--- config.mk ---
export PLATFORM = sky130hd
export DESIGN_NAME = traffic_ctrl_timed
export DESIGN_NICKNAME = d
export VERILOG_FILES = /design/src/rtl/traffic_ctrl_timed.sv
export SDC_FILE = /design/constraint.sdc
export NUM_CORES = 1
export LEC_CHECK = 0
export CORE_MARGIN = 2
export CORE_UTILIZATION = 40
export DETAILED_ROUTE_END_ITERATION = 8
export PLACE_DENSITY = 0.6
export SETUP_SLACK_MARGIN = 0.1
export SKIP_CTS_REPAIR_TIMING = 1
export SYNTH_ARGS = -nofsm -noshare
export SYNTH_HDL_FRONTEND = slang
export SYNTH_SLANG_ARGS = --single-unit
--- constraint.sdc ---
create_clock -name clock -period 5.38 [get_ports clock]
set_input_delay 1.076 -clock clock [delete_from_list [all_inputs] [get_ports clock]]
set_output_delay 1.076 -clock clock [all_outputs]
set_load 0.01 [all_outputs]
--- src/rtl/traffic_ctrl_timed.sv ---
// rtl/traffic_ctrl_timed.sv - highway/country intersection controller with phase timers and night flash
// Outputs decode only the state register and blink flop, so sensor inputs never reach the lamps combinationally.
module traffic_ctrl_timed #(
   parameter int unsigned Y2R_DELAY      = 3,
   parameter int unsigned R2G_DELAY      = 2,
   parameter int unsigned HWY_MIN_GREEN  = 8,
   parameter int unsigned CTRY_MAX_GREEN = 10,
   parameter int unsigned FLASH_HALF     = 4,
   parameter int unsigned CNT_W          = 8
) (
   input  logic       clock,
   input  logic       clear_n,
   input  logic       X,
   input  logic       night_mode,
   output logic [1:0] H,
   output logic [1:0] C,
   output logic [2:0] state_o
);

   typedef enum logic [2:0] {
      S_HG    = 3'd0,
      S_HY    = 3'd1,
      S_AR1   = 3'd2,
      S_CG    = 3'd3,
      S_CY    = 3'd4,
      S_AR2   = 3'd5,
      S_FLASH = 3'd6
   } state_t;

   localparam logic [1:0] L_RED = 2'b00;
   localparam logic [1:0] L_YEL = 2'b01;
   localparam logic [1:0] L_GRN = 2'b10;
   localparam logic [1:0] L_OFF = 2'b11;

   localparam logic [CNT_W-1:0] LD_HG    = CNT_W'(HWY_MIN_GREEN - 1);
   localparam logic [CNT_W-1:0] LD_YEL   = CNT_W'(Y2R_DELAY - 1);
   localparam logic [CNT_W-1:0] LD_RED   = CNT_W'(R2G_DELAY - 1);
   localparam logic [CNT_W-1:0] LD_CG    = CNT_W'(CTRY_MAX_GREEN - 1);
   localparam logic [CNT_W-1:0] LD_FLASH = CNT_W'(FLASH_HALF - 1);
   localparam logic [CNT_W-1:0] ONE      = CNT_W'(1);

   state_t           state_q, state_d;
   logic [CNT_W-1:0] timer_q, timer_d;
   logic             blink_q, blink_d;
   logic             tmr_zero;

   always_ff @(posedge clock or negedge clear_n) begin
      if (!clear_n) begin
         state_q <= S_HG;
         timer_q <= LD_HG;
         blink_q <= 1'b1;
      end else begin
         state_q <= state_d;
         timer_q <= timer_d;
         blink_q <= blink_d;
      end
   end

   assign tmr_zero = (timer_q == '0);

   // Every state change reloads the timer; otherwise it counts down and sticks at zero.
   always_comb begin
      state_d = state_q;
      timer_d = tmr_zero ? timer_q : (timer_q - ONE);
      blink_d = 1'b1;
      case (state_q)
         S_HG: begin
            if (night_mode) begin
               state_d = S_FLASH;
               timer_d = LD_FLASH;
            end else if (tmr_zero && X) begin
               state_d = S_HY;
               timer_d = LD_YEL;
            end
         end
         S_HY: begin
            if (tmr_zero) begin
               state_d = S_AR1;
               timer_d = LD_RED;
            end
         end
         S_AR1: begin
            if (tmr_zero) begin
               state_d = S_CG;
               timer_d = LD_CG;
            end
         end
         S_CG: begin
            if (!X || tmr_zero) begin
               state_d = S_CY;
               timer_d = LD_YEL;
            end
         end
         S_CY: begin
            if (tmr_zero) begin
               state_d = S_AR2;
               timer_d = LD_RED;
            end
         end
         S_AR2: begin
            if (tmr_zero) begin
               state_d = S_HG;
               timer_d = LD_HG;
            end
         end
         S_FLASH: begin
            blink_d = blink_q;
            if (!night_mode) begin
               state_d = S_AR2;
               timer_d = LD_RED;
               blink_d = 1'b1;
            end else if (tmr_zero) begin
               blink_d = ~blink_q;
               timer_d = LD_FLASH;
            end
         end
         default: begin
            state_d = S_HG;
            timer_d = LD_HG;
         end
      endcase
   end

   always_comb begin
      H = L_RED;
      C = L_RED;
      case (state_q)
         S_HG:  H = L_GRN;
         S_HY:  H = L_YEL;
         S_CG:  C = L_GRN;
         S_CY:  C = L_YEL;
         S_FLASH: begin
            if (blink_q) begin
               H = L_YEL;
            end else begin
               H = L_OFF;
               C = L_OFF;
            end
         end
         default: begin
            H = L_RED;
            C = L_RED;
         end
      endcase
   end

   assign state_o = state_q;

endmodule

; Word level (Yosys, flattened, before mapping)
; Cells that the tools add are included.
[totals]
output_inout_bits = 7
wordCells = 52
register_bits = 12
[op_classes]
addsub = 1
n_eq_ne = 14
reduce_logical = 7
muxes = 26
n_bitwise = 1
[op_table]
columns = op, n
row1 = $mux W8, 9
row2 = $pmux W8 S6, 1
row3 = $mux W3, 8
row4 = $pmux W3 S7, 1
row5 = $ne A2 B2 Y1 const B, 6
row6 = $pmux W2 S3, 2
row7 = $eq A3 B3 Y1 const B, 3
row8 = $logic_not A8 Y1, 1
row9 = $sub A8 B1 Y8 const B, 1
row10 = $reduce_and A7 Y1, 1
row11 = $eq A3 B2 Y1 const B, 2
row12 = $ne A3 B3 Y1 const B, 2
row13 = $mux W2, 2
row14 = $eq A3 B1 Y1 const B, 1
row15 = $logic_not A3 Y1, 1
row16 = $mux W1, 3
row17 = $reduce_or A2 Y1, 1
row18 = $logic_and A1 B1 Y1, 1
row19 = $logic_not A1 Y1, 1
row20 = $logic_or A1 B1 Y1, 1
row21 = $not A1 Y1, 1

; Longest topological paths before layout
; Gate-level depths: netlist (run 1).
[depth]
ltp_word = 5
ltp_mapped = 10
mapped_depth_nobuf = 9

; Least setup slack after synthesis (run 1)
; No wires, ideal clock.
[synth_path]
path_type = register to output
startpoint = register state_q[1] (netlist: state_o[1])
endpoint = output port H[1]
required_ps = 4304
path_stages_with_launch = 7
setup_slack_ps = 2954
t_arrival_ps = 1350
cell_sequence = dfrtp_1 > clkbuf_1 > clkbuf_1 > nand2_1 > nor2_1 > nor2_1 > nor2_1
[synth_via]
elab_chain_cells = 2
word_cells_on_any_way = 4
[synth_lines]
columns = element, line
row1 = from (decl), 42  ; state_t state_q, state_d;
row2 = from (signal assigned), 53  ; state_q <= state_d;
row3 = $eq A3 B3 Y1 (tied with other cells), 127  ; case (state_q)
row4 = $pmux W2 S3 (*), 127
row5 = to (decl), 15  ; output logic [1:0] H,
; Every way passes the cells marked *; elsewhere a longest branch is shown, timed or not.

; Final worst setup path (run 1)
[layout_path]
startpoint = register state_q[2] (netlist: state_o[2])
endpoint = output port H[1]
; The elaborated chain is that of the path after synthesis.

==> metrics.yaml, run 1 <==
worst_setup_path:
  crit_required_ns: 4.30
  path_buf_inv: 1
  critical_path.max_stage_delay_ns: 0.81
  worstSetupEndpointType: "output port"
  critical_path.max_fanout: 25
  crit_top_cell: "nor2_1"
  worstSetupStartpointType: "flop"
  path_cells: "nand2_1 > nor2_1 > nor2_1 > nor2_1 > clkdlybuf4s50_1"
  worstSetupPathType: "reg -> out"
  cp_slowest_cell: "dfrtp_1"
  timing.critical_path.arrival_ns: 2.10
  critical_path.top_delay_family: "flip-flops"
synth:
  syn-instance-count: 116
  synthArstFlopShare: 1.00
  ys_warn_count: 0
  ys_flop_type: "dfrtp_1"
  synth_cell_type_count: 43
  synth_enable_flop_cells: 0
  synth_seq_area_share: 0.322
  post_synth.cell_area_avg_um2: 8.17
  synth_seq_cells: 12
  post_synth_instance_area_um2: 947
  postSynthNetCount: 122
route:
  residual_antenna_violating_net_count_after_detailed_routing: 0
  drc_errors: 0
  firstDrtPassIters: 5
  totalWireLength_um: 2220
  routed_wire_length_per_instance_um: 14.8
  number_of_vias_after_detailed_routing: 869
  routed_via_density: 5.79
  drt_iter0_drc: 47
cts:
  cts-root-buf: "clkbuf_4"
  cts_made_buffers: 3
  clkTransAtPathRegs_ns: 0.09
  clock-sinks: 12
  cts_tree: "yes"
  insertion_delay_ns: 0.28
  ctsHtreeMaxLevel: 1
  clock_path_buffers: 2
sta:
  grt_setup_unrepaired: "false"
  drv_slew: 0
  hold-worst-slack_ns: 0.609
  slew-limit-headroom: 0.529
  fmax_mhz: 315
  finalHoldViolCount: 0
  setup_viol: 0
  period_needed_ns: 3.18
  final.period_utilization: 0.591
  fin_setup_tns_ns: 0
  worstMarginPinSlew_ns: 0.707
  worst_slack_ns: 2.20
  fin_worst_skew_ns: 0.00493
final_layout:
  finish.instance_area_um2: 1090
  layout-area-overhead-vs-synth_pct: 14.8
  post_layout_net_count: 129
  instances_no_fill: 150
  fin_util: 0.487
  nFillCells: 221
  diodes: 0
  drive_above_1_share: 0.115
die:
  core_area_um2: 2230
  die-width_um: 52.7
  io_pins: 11
  floorplan.rows: 17
  start_util: 0.424
  die_outline_area_um2: 2770
  height_of_the_die_um: 52.7
grt:
  grt_antenna_before_repair: 0
  first_global_vias: 828
  gr-total-overflow: 0
  largest_net_degree_at_the_start_of_global_routing: 26
  grt_first_pass_wirelength_um: 3880
  global_route.usage.total: 0.189
placed_design:
  area_after_dpl_um2: 1050
  dp_cells: 146
  numPortBuffers: 10
  routabilityCongestion: 0.854
  post-dp-hpwl_um: 1620
  preCtsSetupSlack_ns: 2.54
job:
  timing.max_cap.violations: 0
outcome:
  outcome: "completed"
power:
  power.density_nw_per_um2: 567
  power.leakage_nw: 0.407
  total_power_uw: 616
  worst_ir_drop_vdd_uv: 240
hold_path:
  hold_class: "reg -> reg"
-- sequential cells by signal (all words and copies together) (netlist names) --
register / cells
state_o: 3
blink_q: 1
timer_q: 8
-- worst paths after layout --
path	start	end	slack, ns	cells after the start
setup / recovery	state_o[2]$_DFFE_PN0P_	H[1]	2.20	5
hold reg to reg	timer_q[7]$_DFF_PN0_	timer_q[7]$_DFF_PN0_	0.61	2
setup reg to reg	timer_q[1]$_DFF_PN1_	timer_q[0]$_DFF_PN1_	3.29	8
min in group asynchronous	clear_n	state_o[0]$_DFFE_PN0P_	1.15	1
hold / removal	timer_q[7]$_DFF_PN0_	timer_q[7]$_DFF_PN0_	0.61	2
max in group asynchronous	clear_n	timer_q[0]$_DFF_PN1_	3.86	1
-- synthesized netlist by cell type, types with 2 or more instances --
cell | instances | area, um2
a21oi_1 | 5 | 25.0
a22oi_1 | 2 | 15.0
a31oi_1 | 2 | 12.5
and3_1 | 2 | 12.5
clkbuf_1 | 7 | 26.3
dfrtp_1 | 8 | 200
dfstp_2 | 4 | 105
ha_1 | 2 | 25.0
inv_1 | 5 | 18.8
mux2i_1 | 2 | 20.0
nand2_1 | 7 | 26.3
nand2b_1 | 4 | 25.0
nand3_1 | 2 | 10.0
nor2_1 | 15 | 56.3
nor2b_1 | 4 | 25.0
nor3_1 | 2 | 10.0
nor4_1 | 2 | 12.5
o2111ai_1 | 2 | 17.5
o211ai_1 | 3 | 22.5
o21ai_0 | 3 | 15.0
o21ai_1 | 3 | 15.0
o21bai_1 | 2 | 15.0
o22ai_1 | 3 | 18.8
o31ai_1 | 2 | 15.0
xnor2_1 | 5 | 43.8
-- area by class of cell --
type | count | area [um2] | area share
Multi-Input combinational cell | 90 | 588 | 0.541
Sequential cell | 12 | 305 | 0.281
Timing Repair Buffer | 10 | 100 | 0.0921
Clock buffer | 4 | 36.3 | 0.0334
Tap cell | 28 | 35.0 | 0.0322
Inverter | 6 | 22.5 | 0.0207
-- metal layers --
metal | wire (um) | track usage | part of all wire | vias to the layer above
li1 | - | - | - | 441
met1 | 1090 | 0.261 | 0.49 | 397
met2 | 1010 | 0.292 | 0.45 | 27
met3 | 92 | 0.0457 | 0.041 | 4
met4 | 29 | 0.0470 | 0.013 | 0
met5 | 0 | 0 | 0 | -
-- worst reg2reg max path, stage by stage (launching register included) --
cell and delay, ns:
dfstp_2 0.38, inv_1 0.07, ha_1 0.18, or3b_1 0.50, nor2_4 0.20, inv_2 0.12, ha_1 0.29, nand2b_1 0.05
o2111ai_1 0.22
-- cells by family (layout without fill, tap and decap cells) --
kind of cell / count (synthesis) / after routing / share of synthesized area
adder cells (fa/ha/maj): 2 / 2 / 0.0264
buffers and inverters: 14 / 20 / 0.0568
flip-flops: 12 / 12 / 0.322
AND/OR/NAND/NOR: 45 / 45 / 0.250
XOR/XNOR: 6 / 6 / 0.0555
multiplexers: 2 / 2 / 0.0211
AO/OA/AOI/OAI: 35 / 35 / 0.268
-- power breakdown --
| part | total, mW | internal, mW | switching, mW | leakage, nW |
|---|---|---|---|---|
| logic | 0.328 | 0.160 | 0.167 | 0.246 |
| registers | 0.213 | 0.138 | 0.0752 | 0.140 |
| clock network | 0.0754 | 0.0412 | 0.0342 | 0.0210 |
| total | 0.616 | 0.339 | 0.277 | 0.407 |
-- layout by cell type (no fill, tap or decap), types with 3 or more instances in the layout --
cell	synthesis	layout
dfstp_2	4	4
xnor2_1	5	5
o211ai_1	3	3
o21ai_0	3	3
dfrtp_1	8	8
clkbuf_4	0	3
nand2_1	7	7
a21oi_1	5	5
nand2b_1	4	4
nor2_1	15	15
nor2b_1	4	4
clkdlybuf4s50_1	0	10
o22ai_1	3	3
inv_1	5	5
o21ai_1	3	3
No activity file was read; power rests on OpenSTA's default activity.
==> run 2, diff against run 1 <==
PLACE_DENSITY = 0.63   (was 0.6)
clock period = 2.9 ns   (was 5.38 ns; I/O delays follow)
==> run 2 against run 1 <==
Against the previous run: cell area is 1.5% higher; utilization is 0.73 points higher; clock power rose by 82%; sequential power is 79% higher; via count increased by 3.5%; clock-buffer cell count unchanged.
==> metrics.yaml, run 2 (synthesis gave the netlist of run 1 again) <==
job:
  timing.max_cap.violations: 0  # unchanged
sta:
  fin_setup_tns_ns: 0  # unchanged
  finalHoldViolCount: 0  # unchanged
  worst_slack_ns: 0.417  # -1.79 ns
  drv_slew: 0  # unchanged
  grt_setup_unrepaired: "false"
  period_needed_ns: 2.48
  final.period_utilization: 0.856
  slew-limit-headroom: 0.524  # -0.00482
  worstMarginPinSlew_ns: 0.707  # +0.000712 ns
  fmax_mhz: 403
  setup_viol: 0  # unchanged
  fin_worst_skew_ns: 0.00446  # -0.000468 ns
final_layout:
  drive_above_1_share: 0.137  # +0.0223
  final_cell_mix: "nor2_1, clkdlybuf4s50_1, nand2_1, dfrtp_1"
  registers.top_by_ff_count: "timer_q"
  layout-area-overhead-vs-synth_pct: 16.5
  finish.instance_area_um2: 1100  # +1.5%
  layout_commonest_cell: "nor2_1"
  post_layout_net_count: 131  # +1.6%
  instances_no_fill: 152  # +1.3%
  largest_register_ff_count: 8  # unchanged
  diodes: 0  # unchanged
route:
  routed_via_density: 5.91  # +2.1%
  firstDrtPassIters: 4  # -1
  number_of_vias_after_detailed_routing: 899  # +3.5%
  drc_errors: 0  # unchanged
  drt_iter0_drc: 26  # -45%
  residual_antenna_violating_net_count_after_detailed_routing: 0  # unchanged
  routed_wire_length_per_instance_um: 15.7  # +6.2%
  totalWireLength_um: 2390  # +7.6%
cts:
  ctsHtreeMaxLevel: 1  # unchanged
  clock_path_buffers: 2  # unchanged
  cts_made_buffers: 3  # unchanged
  cts_tree: "yes"
  insertion_delay_ns: 0.28  # about the same
  clock-sinks: 12  # unchanged
  cts-root-buf: "clkbuf_4"
  clkTransAtPathRegs_ns: 0.08  # about the same
die:
  io_pins: 11  # unchanged
  die_outline_area_um2: 2770  # unchanged
  die-width_um: 52.7  # unchanged
  core_area_um2: 2230  # unchanged
  height_of_the_die_um: 52.7  # unchanged
  floorplan.rows: 17  # unchanged
  start_util: 0.424  # unchanged
worst_setup_path:
  r2r_setup_slack_ns: 0.79  # -2.50 ns
  worstSetupPathType: "reg -> out"
  worstSetupEndpointType: "output port"
  crit_required_ns: 2.32  # -1.98 ns
  critical_path.max_fanout: 16  # -36%
  r2r-end: "timer_q[0]$_DFF_PN1_"
  reg2regPathDepth: 8  # unchanged
  worstSetupStartpointType: "flop"
  path_cells: "nand2_1 > nor2_1 > nor2_1 > nor2_1 > clkdlybuf4s50_1"
  critical_path.max_stage_delay_ns: 0.65  # -0.16 ns
  crit_top_cell: "nor2_1"
  reg2reg_from: "timer_q[1]$_DFF_PN1_"
  timing.critical_path.arrival_ns: 1.90  # -0.20 ns
  cp_slowest_cell: "dfrtp_1"
placed_design:
  routabilityCongestion: 0.856  # +0.29%
  area_after_dpl_um2: 1070  # +1.4%
  dp_cells: 148  # +1.4%
  post-dp-hpwl_um: 1730  # +6.4%
  numPortBuffers: 10  # unchanged
  preCtsSetupSlack_ns: 0.602  # -1.94 ns
grt:
  first_global_vias: 832  # +0.48%
  grt_antenna_before_repair: 0  # unchanged
  largest_net_degree_at_the_start_of_global_routing: 21  # -19%
  global_route.usage.total: 0.202  # +0.0130
  grt_first_pass_wirelength_um: 4020  # +3.6%
  gr-total-overflow: 0  # unchanged
outcome:
  outcome: "completed"
power:
  power.leakage_nw: 0.414  # +1.8%
  power.share.combinational: 0.558  # +0.026
  worst_ir_drop_vdd_uv: 491  # +100%
  sw_frac_of_total: 0.449  # about the same
  p_clk_frac: 0.117  # -0.005
  p_sw_uw: 527  # +90%
  power.density_nw_per_um2: 1060  # +87%
  pwr-share-seq: 0.325  # -0.021
  power_report.internal_total_uw: 646  # +90%
hold_path:
  timing.hold.worst_path_depth: 2  # unchanged
  holdPathEnd: "timer_q[7]$_DFF_PN0_"
  min_from: "timer_q[7]$_DFF_PN0_"
  hold_class: "reg -> reg"
run 2: cell types whose count changed in the layout (fill, tap and decap cells not counted), sizes merged:
cell and delta:
buf +2
run 2: through the flow:
stage / hold slack (ns) / power [mW] / util
3_3_place_gp: 0.579 / 1.02 / 0.477
6_report: 0.603 / 1.17 / 0.494
5_1_grt: 0.656 / 1.28 / 0.494
4_1_cts: 0.602 / 1.18 / 0.494
2_1_floorplan: 0.284 / 0.834 / -
3_5_place_dp: 0.590 / 1.03 / 0.477
run 2: layout make-up:
type / instances / area, um2
fill: 223 / 1130
multi-input combinational: 90 / 588
sequential: 12 / 307
timing repair buffer: 12 / 115
clock buffer: 4 / 36.3
tap: 28 / 35.0
inverter: 6 / 22.5
run 2: routing by layer:
layer	GRT usage	vias to the layer above	part of all wire
met5	0	-	0
met4	0.0769	0	0.0063
met3	0.0257	2	0.035
met2	0.329	21	0.47
met1	0.269	431	0.48
li1	-	445	-
run 2: power groups by stage:
stage,sequential [mW],clock (mW),combinational [mW]
floorplan,0.325,0,0.509
global placement,0.374,0,0.645
detailed placement,0.382,0,0.648
CTS,0.379,0.145,0.652
global route,0.396,0.153,0.731
finish,0.381,0.137,0.655
run 2: how the worst max path moves through the flow:
stage                                       from  endpoint  cells past startpoint
after floorplan           state_o[1]$_DFFE_PN0P_      H[1]                      6
final                     state_o[2]$_DFFE_PN0P_      H[1]                      5
after global placement    state_o[1]$_DFFE_PN0P_      H[0]                      4
after detailed placement  state_o[1]$_DFFE_PN0P_      H[0]                      4
after global routing      state_o[2]$_DFFE_PN0P_      H[1]                      5
after CTS                 state_o[1]$_DFFE_PN0P_      H[0]                      4
run 2: worst max-delay path, delay by kind of cell, from the launching register on:
family                 cells  cell delay [ns]
buffers and inverters      1             0.54
AND/OR/NAND/NOR            4             0.43
flip-flops                 1             0.65
